<file path="src/rtl/mcycle_ctrl.sv">
// Multicycle MIPS main controller: sequences one instruction at a time through
// fetch/decode/execute/memory/writeback and counts retired instructions.
module mcycle_ctrl #(
    parameter int CNT_W = 32
) (
    input  logic             clk,
    input  logic             reset,
    input  logic [5:0]       op,
    input  logic             zero,
    input  logic             mem_ready,
    output logic             pcen,
    output logic             irwrite,
    output logic             memwrite,
    output logic             iord,
    output logic             regwrite,
    output logic             regdst,
    output logic             memtoreg,
    output logic             alusrca,
    output logic [1:0]       alusrcb,
    output logic [1:0]       pcsrc,
    output logic [1:0]       aluop,
    output logic [3:0]       state,
    output logic             instr_done,
    output logic             illegal_op,
    output logic [CNT_W-1:0] retired
);

    typedef enum logic [3:0] {
        S_FETCH   = 4'd0,
        S_DECODE  = 4'd1,
        S_MEMADR  = 4'd2,
        S_MEMRD   = 4'd3,
        S_MEMWB   = 4'd4,
        S_MEMWR   = 4'd5,
        S_RTYPEEX = 4'd6,
        S_RTYPEWB = 4'd7,
        S_BEQEX   = 4'd8,
        S_ADDIEX  = 4'd9,
        S_ADDIWB  = 4'd10,
        S_JEX     = 4'd11
    } state_t;

    localparam logic [5:0] OP_RTYPE = 6'b000000;
    localparam logic [5:0] OP_LW    = 6'b100011;
    localparam logic [5:0] OP_SW    = 6'b101011;
    localparam logic [5:0] OP_BEQ   = 6'b000100;
    localparam logic [5:0] OP_ADDI  = 6'b001000;
    localparam logic [5:0] OP_J     = 6'b000010;

    state_t cur, nxt;
    logic   pcwrite, branch;

    assign state = cur;

    always_ff @(posedge clk) begin
        if (reset) cur <= S_FETCH;
        else       cur <= nxt;
    end

    always_comb begin
        nxt = S_FETCH;
        unique case (cur)
            S_FETCH:   nxt = mem_ready ? S_DECODE : S_FETCH;
            S_DECODE: begin
                unique case (op)
                    OP_LW, OP_SW: nxt = S_MEMADR;
                    OP_RTYPE:     nxt = S_RTYPEEX;
                    OP_BEQ:       nxt = S_BEQEX;
                    OP_ADDI:      nxt = S_ADDIEX;
                    OP_J:         nxt = S_JEX;
                    default:      nxt = S_FETCH;
                endcase
            end
            S_MEMADR:  nxt = (op == OP_SW) ? S_MEMWR : S_MEMRD;
            S_MEMRD:   nxt = mem_ready ? S_MEMWB : S_MEMRD;
            S_MEMWR:   nxt = mem_ready ? S_FETCH : S_MEMWR;
            S_RTYPEEX: nxt = S_RTYPEWB;
            S_ADDIEX:  nxt = S_ADDIWB;
            default:   nxt = S_FETCH;
        endcase
    end

    // Reset forces the stalled-FETCH outputs so nothing writes while reset is high.
    always_comb begin
        irwrite    = 1'b0;
        memwrite   = 1'b0;
        iord       = 1'b0;
        regwrite   = 1'b0;
        regdst     = 1'b0;
        memtoreg   = 1'b0;
        alusrca    = 1'b0;
        alusrcb    = 2'b00;
        pcsrc      = 2'b00;
        aluop      = 2'b00;
        instr_done = 1'b0;
        illegal_op = 1'b0;
        pcwrite    = 1'b0;
        branch     = 1'b0;
        if (reset) begin
            alusrcb = 2'b01;
        end else begin
            unique case (cur)
                S_FETCH: begin
                    alusrcb = 2'b01;
                    irwrite = mem_ready;
                    pcwrite = mem_ready;
                end
                S_DECODE: begin
                    alusrcb = 2'b11;
                    illegal_op = !(op inside {OP_LW, OP_SW, OP_RTYPE, OP_BEQ, OP_ADDI, OP_J});
                end
                S_MEMADR, S_ADDIEX: begin
                    alusrca = 1'b1;
                    alusrcb = 2'b10;
                end
                S_MEMRD: iord = 1'b1;
                S_MEMWB: begin
                    memtoreg   = 1'b1;
                    regwrite   = 1'b1;
                    instr_done = 1'b1;
                end
                S_MEMWR: begin
                    iord       = 1'b1;
                    memwrite   = 1'b1;
                    instr_done = mem_ready;
                end
                S_RTYPEEX: begin
                    alusrca = 1'b1;
                    aluop   = 2'b10;
                end
                S_RTYPEWB: begin
                    regdst     = 1'b1;
                    regwrite   = 1'b1;
                    instr_done = 1'b1;
                end
                S_BEQEX: begin
                    alusrca    = 1'b1;
                    aluop      = 2'b01;
                    pcsrc      = 2'b01;
                    branch     = 1'b1;
                    instr_done = 1'b1;
                end
                S_ADDIWB: begin
                    regwrite   = 1'b1;
                    instr_done = 1'b1;
                end
                S_JEX: begin
                    pcsrc      = 2'b10;
                    pcwrite    = 1'b1;
                    instr_done = 1'b1;
                end
                default: ;
            endcase
        end
    end

    assign pcen = pcwrite | (branch & zero);

    always_ff @(posedge clk) begin
        if (reset)           retired <= '0;
        else if (instr_done) retired <= retired + CNT_W'(1);
    end

endmodule

</file>
<file path="config.mk">
export PLATFORM = sky130hd
export DESIGN_NAME = mcycle_ctrl
export DESIGN_NICKNAME = d
export VERILOG_FILES = /design/src/rtl/mcycle_ctrl.sv
export SDC_FILE = /design/constraint.sdc
export NUM_CORES = 1
export LEC_CHECK = 0
export BUFFER_PORTS_ARGS = -buffer_cell sky130_fd_sc_hd__buf_2
export CAP_MARGIN = 0
export CORE_MARGIN = 1
export CORE_UTILIZATION = 56
export DETAILED_ROUTE_END_ITERATION = 8
export HOLD_SLACK_MARGIN = 0.03
export PLACE_DENSITY = 0.82
export SLEW_MARGIN = 20
export SYNTH_ARGS = -nofsm -noshare
export SYNTH_HDL_FRONTEND = slang
export SYNTH_SLANG_ARGS = --single-unit
</file>
<file path="constraint.sdc">
create_clock -name clk -period 2.8 [get_ports clk]
set_clock_uncertainty 0.15 [all_clocks]
set_input_delay 0.56 -clock clk [delete_from_list [all_inputs] [get_ports clk]]
set_output_delay 0.56 -clock clk [all_outputs]
set_load 0.1 [all_outputs]
</file>
==> metrics.md <==
| Metric | Value |
|---|---|
| Status | `complete, no violations` |
| Largest net degree at the start of global routing | `34` |
| Final instance area | `2861 µm²` |
| Initial Util | `roughly three fifths` |
| YS warnings | `0` |
| Tightest Pin Transition | `0.5278 ns` |
| # IOs | `62` |
| Via Count | `2270` |
| Detailed Route Iter0 Violations | `131` |
| Yosys top cell by area | `dfxtp_1` |
| HPWL after DPL | `3.804 mm` |
| Pre-Repair DR Iteration Count | `5` |
| Worst setup path end | `alusrcb[1]` |
| Pwr Total | `1.090 mW` |
| Final max-slew violation count | `0` |
| Pleak | `1.130 nW` |
| Minimum clock period after layout | `2.672 ns` |
| CP required | `2.09 ns` |
| Grt ovf | `0` |
| Number of buffers created by CTS | `5` |
| H-tree Lvls | `2` |
| FF-to-FF setup slack | `~0.50 ns` |
| Root buf cell | `clkbuf_8` |
| Total track usage | `between 20% and 30%` |
| Worst relative slew slack | `64.81%` |
| Number of antenna violations at the first check in global routing | `0` |
| Final antenna-violating net count | `0` |
| CORE AREA | `3661 µm²` |
| Post-DP Area | `approximately 2700 µm²` |
| Register bit count reported by yosys | `36` |
| Nets | `approximately 340` |
| Power per cell area | `380.9 nW/µm²` |
| Clk sinks | `36` |
| WL per Instance | `between 10 and 15 µm` |
| # diodes | `0` |
| Sequential cell area fraction in the yosys report | `33.64%` |
| Die Wd | `between 60 and 70 µm` |
| Resized Gates After CTS | `0` |
| Dpl cells | `around 370` |
| Fin worst setup slack | `0.1278 ns` |
| Syn Area/Cell | `7.818 µm²` |
| Die height | `63.85 µm` |
| Setup violators final | `0` |
| Peak VDD IR | `0.3238 mV` |
| Final hold vios | `0` |
| CP endpoint kind | `output pin` |
| Std-Cell Rows | `22` |
| DP Worst Slack | `0.3409 ns` |
| Worst-path clk slew | `0.07 ns` |
| Max-cap viol count | `0` |
| Port Buf Inserts | `61` |
| FF-to-FF Start | `retired[4]` |
| Worst r2r dst | `retired[25]` |
| Reg2reg path depth | `5` |
| Vias in the first global route | `1966` |
| Worst-Skew Late Latency | `0.29 ns` |
| Post-CTS Setup Inserts | `0` |
| Clk buf depth | `2` |
| Synth Instances | `~270` |
| Top cell type's share of synthesized area | `33.64%` |
| First-pass GRT wire length | `8.990 mm` |
| Distinct cells, synth | `46` |
| Via density | `5.989` |
| Critical Path Start Type | `register` |
| Layout cell share with drive strength beyond 1 | `between 30% and 40%` |
| DIE AREA | `approximately 4100 µm²` |
| CP Class | `reg2out` |
| RSZ-0062 raised after global routing | `no` |
| Crit-path max FO | `11` |
| Total wire length | `5.391 mm` |
| Routability cong. | `0.8258` |
| Layout overhead on the synthesized area | `33.59%` |
| F_max | `roughly 370 MHz` |
| Clock tree from TritonCTS | `done` |
| Synth area leaders | `dfxtp_1 34%, xor2_1 7.8%, nor2_1 6.8%, nand4_1 5.0%, a21oi_1 4.4%` |
| CP arrival | `1.96 ns` |
| Hold Path Class | `reg2reg` |
| Fin crit share | `95.43%` |
| Syn Nets | `around 290` |
| Non-Filler Instances | `379` |
| Cell area after synthesis | `approximately 2100 µm²` |
| Post-CTS Hold Fix Bufs | `0` |
| Worst Setup SP | `state[0]` |
| # DRC | `0` |
how the worst min path moves through the flow:
stage / start / end / slack (ns) / cells after the start
6_report: retired[1] / retired[1] / 0.35 / 2
2_1_floorplan: state[3] / state[1] / 0.61 / 3
3_5_place_dp: retired[25] / retired[25] / 0.33 / 2
5_1_grt: retired[25] / retired[25] / 0.39 / 2
4_1_cts: retired[1] / retired[1] / 0.35 / 2
3_3_place_gp: retired[30] / retired[30] / 0.34 / 2
stage by stage:
stage	hold slack, ns	setup TNS [ns]	utilization (%)
2_1_floorplan	0.6099	-0.4225	-
3_3_place_gp	0.3374	0	74.85
3_5_place_dp	0.3333	0	74.85
4_1_cts	0.3495	0	78.16
5_1_grt	0.3894	0	78.16
6_report	0.3512	0	78.16
cell type report:
type,count,area [µm²]
inverters,6,22.52
flip-flops and latches,36,735.7
fillers,286,799.5
repair buffers,65,455.4
multi-input cells,216,1466
well taps,48,60.06
clock buffers,8,121.4
cell families after synthesis:
logic type                 synth area share (%)
muxes                                    0.9346
DFF                                       33.64
adders and majority gates                0.5840
and+or+nand+nor                           35.51
AOI/OAI and AO/OA                         15.42
buffers and inverters                     4.906
xor gates and xnor gates                  8.996
power breakdown:
group	internal [mW]	total [mW]	switching (mW)
Clock	0.278	0.463	0.185
Combinational	0.0291	0.110	0.0811
Sequential	0.510	0.517	0.00625
Total	0.818	1.09	0.272
layout by cell type (no fill, tap or decap), types with 2 or more instances in the layout:
cell and n:
a21oi_1 19, a31oi_1 2, and3_1 6, and4_1 2, buf_12 8, buf_2 53
buf_4 4, clkbuf_8 7, dfxtp_1 32, dfxtp_4 4, inv_1 6, mux2i_1 2
nand2_1 15, nand2b_1 3, nand3_1 15, nand4_1 17, nand4_2 2, nand4b_1 2
nor2_1 33, nor2_2 5, nor2b_1 2, nor3_1 8, nor3_4 4, nor4_4 4
o21ai_0 7, o21ai_1 9, o21bai_1 2, or2_2 2, or3_1 11, xnor2_1 3
xor2_1 19
flip-flops by register name (all words and copies together), names as in the netlist:
| signal | count |
|---|---|
| state | 4 |
| retired | 32 |
cell usage after synthesis, drive strengths merged:
cell     number
xor2         19
o21ai        17
inv           6
o21ba         1
nor2         39
nand2        15
o21bai        3
nor3         12
a211oi        1
o21a          1
nor4          6
o31ai         2
nand2b        4
clkbuf        9
or4           1
or2           2
a2111oi       1
o211ai        1
a211o         1
nand3        15
nor2b         3
a222oi        1
dfxtp        36
or3          11
nor3b         1
xnor2         3
buf           7
and3          6
and4          3
ha            1
mux2i         2
a31oi         2
nand4b        2
a21oi        20
nand4        20
critical path, cell delays in order (launching register included):
cell,delay [ns]
dfxtp_4,0.40
inv_1,0.22
nand2_1,0.16
nor2_1,0.23
nor2_1,0.11
nor3_4,0.12
buf_2,0.44
routing by layer:
| metal | vias to the layer above | part of all wire [%] | GRT usage [%] |
|---|---|---|---|
| met5 | - | 0 | 0 |
| met4 | 0 | 1.4 | 9.375 |
| met1 | 1072 | 45 | 36.00 |
| met3 | 10 | 5.8 | 5.714 |
| li1 | 1106 | - | - |
| met2 | 82 | 48 | 46.81 |
No activity file was read; power rests on OpenSTA's default activity.
